$ cat src/rtl/count_capture_if.sv
// count_capture_if
// Valid/ready stream carrying captured count values out of count_capture.
//   out_data  : value at the FIFO head
//   out_valid : FIFO is non-empty, out_data is meaningful
//   out_ready : consumer accepts out_data this cycle
// Modports: master (count_capture side), slave (consumer side).
interface count_capture_if #(
    parameter int WIDTH = 32
);
    logic [WIDTH-1:0] out_data;
    logic             out_valid;
    logic             out_ready;

    modport master (
        output out_data,
        output out_valid,
        input  out_ready
    );

    modport slave (
        input  out_data,
        input  out_valid,
        output out_ready
    );
endinterface

$ cat src/rtl/count_capture.sv
// count_capture
// Timestamps rising edges of trigger against a free-running counter. Each
// edge pushes the current count into a DEPTH-entry FIFO, which is drained
// through a valid/ready stream.
//
// Ports:
//   clk       : clock, rising edge
//   rst       : asynchronous, active-high reset
//   count     : counter value to sample
//   trigger   : event line, captured on its rising edge
//   out_if    : stream (out_data / out_valid / out_ready), master side
//   full      : FIFO holds DEPTH entries
//   level     : number of occupied entries
//   overflow  : sticky, set when a capture was dropped; cleared by reset
//
// Build option:
//   COUNT_CAPTURE_DELTA_EN : store count minus the count of the previous
//                            detected edge instead of the absolute count.
module count_capture #(
    parameter int WIDTH = 32,
    parameter int DEPTH = 4
) (
    input  logic                   clk,
    input  logic                   rst,
    input  logic [WIDTH-1:0]       count,
    input  logic                   trigger,
    count_capture_if.master        out_if,
    output logic                   full,
    output logic [$clog2(DEPTH):0] level,
    output logic                   overflow
);
    localparam int AW = $clog2(DEPTH);

    logic [WIDTH-1:0] mem [DEPTH];
    logic [AW:0]      wr_ptr;
    logic [AW:0]      rd_ptr;
    logic             trigger_q;
    logic             trig_edge;
    logic             empty;
    logic             push;
    logic             pop;
    logic [WIDTH-1:0] cap_value;

    assign trig_edge = trigger & ~trigger_q;
    assign empty     = (wr_ptr == rd_ptr);
    assign full      = (wr_ptr[AW-1:0] == rd_ptr[AW-1:0]) && (wr_ptr[AW] != rd_ptr[AW]);
    assign level     = wr_ptr - rd_ptr;

    assign out_if.out_valid = ~empty;
    assign out_if.out_data  = mem[rd_ptr[AW-1:0]];

    assign pop  = out_if.out_valid & out_if.out_ready;
    // A pop in the same cycle frees the slot, so a full FIFO can still accept.
    assign push = trig_edge & (~full | pop);

`ifdef COUNT_CAPTURE_DELTA_EN
    logic [WIDTH-1:0] prev_cap;

    assign cap_value = count - prev_cap;

    // Updated on every detected edge, dropped or not, so deltas always refer
    // to the previous event rather than the previous stored entry.
    always_ff @(posedge clk or posedge rst) begin
        if (rst) begin
            prev_cap <= '0;
        end else if (trig_edge) begin
            prev_cap <= count;
        end
    end
`else
    assign cap_value = count;
`endif

    always_ff @(posedge clk or posedge rst) begin
        if (rst) begin
            // trigger_q resets high so a trigger already high at reset
            // release is not mistaken for an edge.
            trigger_q <= 1'b1;
            wr_ptr    <= '0;
            rd_ptr    <= '0;
            overflow  <= 1'b0;
            for (int i = 0; i < DEPTH; i++) begin
                mem[i] <= '0;
            end
        end else begin
            trigger_q <= trigger;
            if (push) begin
                mem[wr_ptr[AW-1:0]] <= cap_value;
                wr_ptr              <= wr_ptr + 1'b1;
            end
            if (pop) begin
                rd_ptr <= rd_ptr + 1'b1;
            end
            if (trig_edge && full && !pop) begin
                overflow <= 1'b1;
            end
        end
    end
endmodule

$ cat src/flat_wrapper.sv
// flat-port wrapper written by rule: the top's interface ports become plain ports
module count_capture_flat 
#(
    parameter int WIDTH = 32,
    parameter int DEPTH = 4
)
  (clk, rst, count, trigger, full, level, overflow, out_if_out_data, out_if_out_valid, out_if_out_ready);
  count_capture_if #(.WIDTH(WIDTH)) out_if_i ();
  input  logic clk;
  input  logic rst;
  input  logic [WIDTH-1:0] count;
  input  logic trigger;
  output logic full;
  output logic [$clog2(DEPTH):0] level;
  output logic overflow;
  output wire logic [$bits(out_if_i.out_data)-1:0] out_if_out_data;
  output wire logic [$bits(out_if_i.out_valid)-1:0] out_if_out_valid;
  input wire logic [$bits(out_if_i.out_ready)-1:0] out_if_out_ready;
  assign out_if_out_data = out_if_i.out_data;
  assign out_if_out_valid = out_if_i.out_valid;
  assign out_if_i.out_ready = out_if_out_ready;
  count_capture #(.WIDTH(WIDTH), .DEPTH(DEPTH)) u_core (.clk(clk), .rst(rst), .count(count), .trigger(trigger), .out_if(out_if_i), .full(full), .level(level), .overflow(overflow));
endmodule
$ cat config.mk
export PLATFORM = sky130hd
export DESIGN_NAME = count_capture_flat
export DESIGN_NICKNAME = d
export VERILOG_FILES = /design/src/rtl/count_capture_if.sv /design/src/rtl/count_capture.sv /design/src/flat_wrapper.sv
export SDC_FILE = /design/constraint.sdc
export NUM_CORES = 1
export LEC_CHECK = 0
export CAP_MARGIN = 25
export CORE_MARGIN = 4
export CORE_UTILIZATION = 55
export CTS_CLUSTER_DIAMETER = 30
export CTS_CLUSTER_SIZE = 20
export DETAILED_ROUTE_END_ITERATION = 10
export PLACE_DENSITY = 0.79
export REMOVE_ABC_BUFFERS = 1
export SLEW_MARGIN = 0
export SYNTH_ARGS = -nofsm -noshare
export SYNTH_HDL_FRONTEND = slang
export SYNTH_SLANG_ARGS = --single-unit
$ cat constraint.sdc
create_clock -name clk -period 11.31 [get_ports clk]
set_input_delay 1.131 -clock clk [delete_from_list [all_inputs] [get_ports clk]]
set_output_delay 1.131 -clock clk [all_outputs]
set_load 0.02 [all_outputs]
Word level (Yosys, flattened, before mapping)

Cells that the tools add are included.

Input bits: 36
Flip-flop bits (word level): 136
Word-level logic and storage cells: 37
Output and inout bits: 38

$add $sub $neg: 3
Reduce and logical (&&, ||, !) cells: 5
Muxes and demuxes: 6
Magnitude comparators: 3
Equality and inequality tests: 3
Bitwise operators: 9

Operator list:

| operator              | count |
|---|---|
| $bwmux W128           | 1 |
| $mux W32              | 3 |
| $bmux W32 S2          | 1 |
| $demux W32 S2         | 1 |
| $add A3 B1 Y3 const B | 2 |
| $ge A3 B3 Y1 const B  | 2 |
| $not A2 Y3            | 2 |
| $logic_and A1 B1 Y1   | 4 |
| $and A1 B1 Y1         | 3 |
| $eq A3 B3 Y1          | 1 |
| $lt A3 B1 Y1 const B  | 1 |
| $not A1 Y1            | 3 |
| $sub A3 B3 Y3         | 1 |
| $eq A2 B2 Y1          | 1 |
| $logic_not A1 Y1      | 1 |
| $ne A1 B1 Y1          | 1 |
| $or A1 B1 Y1          | 1 |

Logic depth before layout (Yosys ltp)

Depth in word-level cells: 6
Mapped depth: 9
Depth with buffers taken out: 5

Worst setup path before layout

No wires, ideal clock.

Kind: register to output
Start: reg u_core.rd_ptr[1]
End: out full
Data arrival time: 2.261 ns
Setup slack: 7.918 ns
Cell stages (with the launch flop): 8
Buffers on the path: 3
Cells stage by stage: dfrtp_1 buf_2 buf_1 buf_2 inv_1 ha_1 nand2_1 nor2_1

Word-level cells in the longest chain between the ends: 2

Ends and longest elaborated chain:

| element                  | line                | text |
|---|---|---|
| start: declaration       | count_capture.sv:36 | `logic [AW:0] rd_ptr;` |
| start signal: assignment | count_capture.sv:92 | `rd_ptr <= rd_ptr + 1'b1;` |
| $eq A2 B2 Y1             | count_capture.sv:46 | `assign full = (wr_ptr[AW-1:0] == rd_ptr[AW-1:0]) && (wr_ptr[AW] != rd_ptr[AW]);` |
| $logic_and A1 B1 Y1      | count_capture.sv:46 |  |
| end: declaration         | flat_wrapper.sv:13  | `output logic full;` |

Every way passes these cells.

Final worst setup path

Same ends and word-level chain as after synthesis.

==> flow_metrics.py <==
metrics = {
    "sta": {
        "rsz0062_at_grt": "false",
        "period_needed_ps": 3820,
        "slew_headroom_pct": 41.5,
        "hold_viol": 0,
        "fin_ws_ps": 7490,
        "finClkSkew_ps": 9.26,
        "maxSlewViolCount": 0,
        "period_share_pct": 33.8,
        "fin_setup_tns_ps": 0,
        "max_clock_freq_mhz": 262,
        "finalSetupViolCount": 0,
        "worstMarginPinSlew_ps": 876,
    },
    "yosys": {
        "synth.top_cell.area_share_pct": 55.3,
        "seq_area_frac_synth_pct": 55.7,
        "postSynthCellCount": 354,
        "ys_ff_latch": 136,
        "syn_area_um2": 6110,
        "avgSynthCellArea_um2": 17.3,
        "yosys_warnings": 0,
        "yosysTopAreaCell": "dfrtp_1",
        "synth.distinct_cells": 24,
        "netlist_top_cells_area": "dfrtp_1 55%, mux2_2 23%, mux4_2 12%, o311ai_4 1.7%, ha_1 1.4%",
    },
    "global_routing": {
        "track_usage_pct": 19.9,
        "grt_first_pass_wirelength_um": 19400,
        "grt_overflow_total": 0,
        "grt_use_met2_pct": 32.5,
        "met1_usage_pct": 25.5,
        "antenna_found_initial": 0,
        "busiest_layer": "met2",
        "grt_max_degree": 85,
        "use_met3_pct": 5.89,
        "grt_pass1_vias": 3765,
    },
    "clock_tree": {
        "clkLatencyLatePin_ps": 530,
        "cts_tree": "built",
        "path_clk_slew_ps": 60,
        "clockBufferDepth": 2,
        "cts.root.buffer_cell": "clkbuf_8",
        "cts_max_level": 4,
        "clkSinkCount": 136,
        "cts.repair.resized": 0,
        "cts_hold_buf": 0,
        "post-cts-setup-buffers": 0,
        "cts_made_buffers": 17,
    },
    "routing": {
        "drt_iter0_drc": 139,
        "drc": 0,
        "vias": 3354,
        "dr.pass1.iters": 4,
        "wire_per_inst_um": 19.8,
        "vias_per_cell": 5.72,
        "routed_wl_um": 11600,
        "ant_nets": 0,
    },
    "power_and_ir_drop": {
        "ir_worst_vdd_uv": 232,
        "p_leak_nw": 3.19,
        "p_per_area_nw_per_um2": 346,
    },
    "floorplan": {
        "core_um2": 10800,
        "start_util_pct": 56.4,
        "num_io_pins": 74,
        "dieWidth_um": 113,
        "design.die.area_um2": 12900,
        "rows": 38,
        "die_h_um": 113,
    },
    "cells_and_area": {
        "layout_commonest_cell": "dfrtp_1",
        "antennaDiodeCount": 0,
        "final_cell_mix": "133 x dfrtp_1, 123 x mux2_2, 73 x clkdlybuf4s50_1",
        "nNetsFinal": 477,
        "fill_cells": 736,
        "layout-drive-gt1-share_pct": 46.0,
        "seqCellArea_um2": 3410,
        "area_growth_pct": 24.1,
        "multiInputGateArea_um2": 2530,
    },
    "place": {
        "dp_slack_ps": 7680,
        "io_buffers": 73,
        "gp_routability_congestion": 0.692,
        "dp_hpwl_um": 7260,
    },
    "critical_path": {
        "cp_slowest_cell": "clkdlybuf4s50_1",
        "critPathKind": "flop to primary output",
        "path_max_fanout": 12,
        "cp.arrival_ps": 2690,
        "cp_top_family": "buffers and inverters",
        "endpoint_kind": "primary output",
        "required_ps": 10180,
        "cp_cell_sequence": "inv_1 > ha_1 > nand2_1 > nor2_1 > clkdlybuf4s50_1",
        "cp-start-kind": "flop",
        "cp_num_buf_inv": 2,
        "max_stage_delay_ps": 630,
    },
    "outcome": {
        "status": "finished clean",
    },
    "flow_run": {
        "max-cap-violations": 0,
    },
    "hold_path": {
        "hold_path.class": "flop to flop",
    },
}
==> synthesized netlist by cell type <==
cell,count
a21oi_1,2
a31o_2,2
a31oi_1,2
and2b_1,1
buf_1,2
buf_2,6
buf_4,6
buf_6,6
clkbuf_1,1
dfrtp_1,135
dfstp_2,1
fa_1,1
ha_1,7
inv_1,7
mux2_1,7
mux2_2,123
mux4_2,32
nand2_1,1
nand3_1,1
nor2_1,1
o311ai_4,4
o31ai_1,1
xnor2_1,4
xnor2_4,1
==> where the power goes <==
part           switching (mW)  internal (mW)
clock                   0.203          0.369
sequential              0.137          0.733
combinational           0.515          0.666
total                   0.855           1.77
==> through the flow <==
| stage | std cells | area (µm²) | utilization, % | total power [mW] | hold slack (ps) |
|---|---|---|---|---|---|
| after floorplan | 333 | 5960 | - | 1.62 | 459 |
| after global placement | 552 | 6920 | 63.8 | 2.02 | 455 |
| after detailed placement | 553 | 6940 | 64.0 | 2.07 | 462 |
| after CTS | 585 | 7560 | 69.7 | 2.65 | 474 |
| after global routing | 586 | 7580 | 70.0 | 2.76 | 506 |
| final | 586 | 7580 | 70.0 | 2.62 | 467 |
==> worst register-to-register path, stage by stage, from the launching register on <==
cell and delay (ps):
dfrtp_2 600, inv_1 100, ha_1 360, nand2_1 260
o311ai_4 810, buf_4 440, mux2_2 390
==> kinds of logic after synthesis <==
group	synth area share, %
xor gates and xnor gates	1.02
muxes	35.7
and+or+nand+nor	0.327
buffers and inverters	2.95
adders and majority gates	1.76
DFF	55.7
AOI/OAI and AO/OA	2.50
==> registers in the layout (all words and copies together), names as in the netlist <==
| name | cells |
|---|---|
| u_core.rd_ptr | 3 |
| u_core.mem | 128 |
| u_core.wr_ptr | 3 |
| u_core.overflow | 1 |
| u_core.trigger_q | 1 |
==> final timing paths <==
check	endpoint	start	cells past startpoint	slack (ps)
hold / removal	u_core.overflow	u_core.overflow	1	470
min in group asynchronous	u_core.mem[29]	rst	2	1030
hold reg to reg	u_core.overflow	u_core.overflow	1	470
max in group asynchronous	u_core.mem[54]	rst	4	9330
setup / recovery	full	u_core.rd_ptr[1]	5	7490
setup reg to reg	u_core.mem[58]	u_core.rd_ptr[1]	6	8240
==> cell type report <==
type,count,area share [%]
sequential,136,44.9
clock inverter,12,2.29
tap,140,2.31
inverter,7,0.412
timing repair buffer,81,10.9
multi-input combinational,190,33.3
clock buffer,20,5.87
==> layer usage <==
layer | vias up | part of all wire (%) | wire (µm)
met5 | - | 0 | 0
li1 | 1489 | - | -
met3 | 14 | 4.6 | 539
met4 | 0 | 1.4 | 164
met1 | 1785 | 44 | 5090
met2 | 66 | 50 | 5840
(Power assumes the default switching activity.)
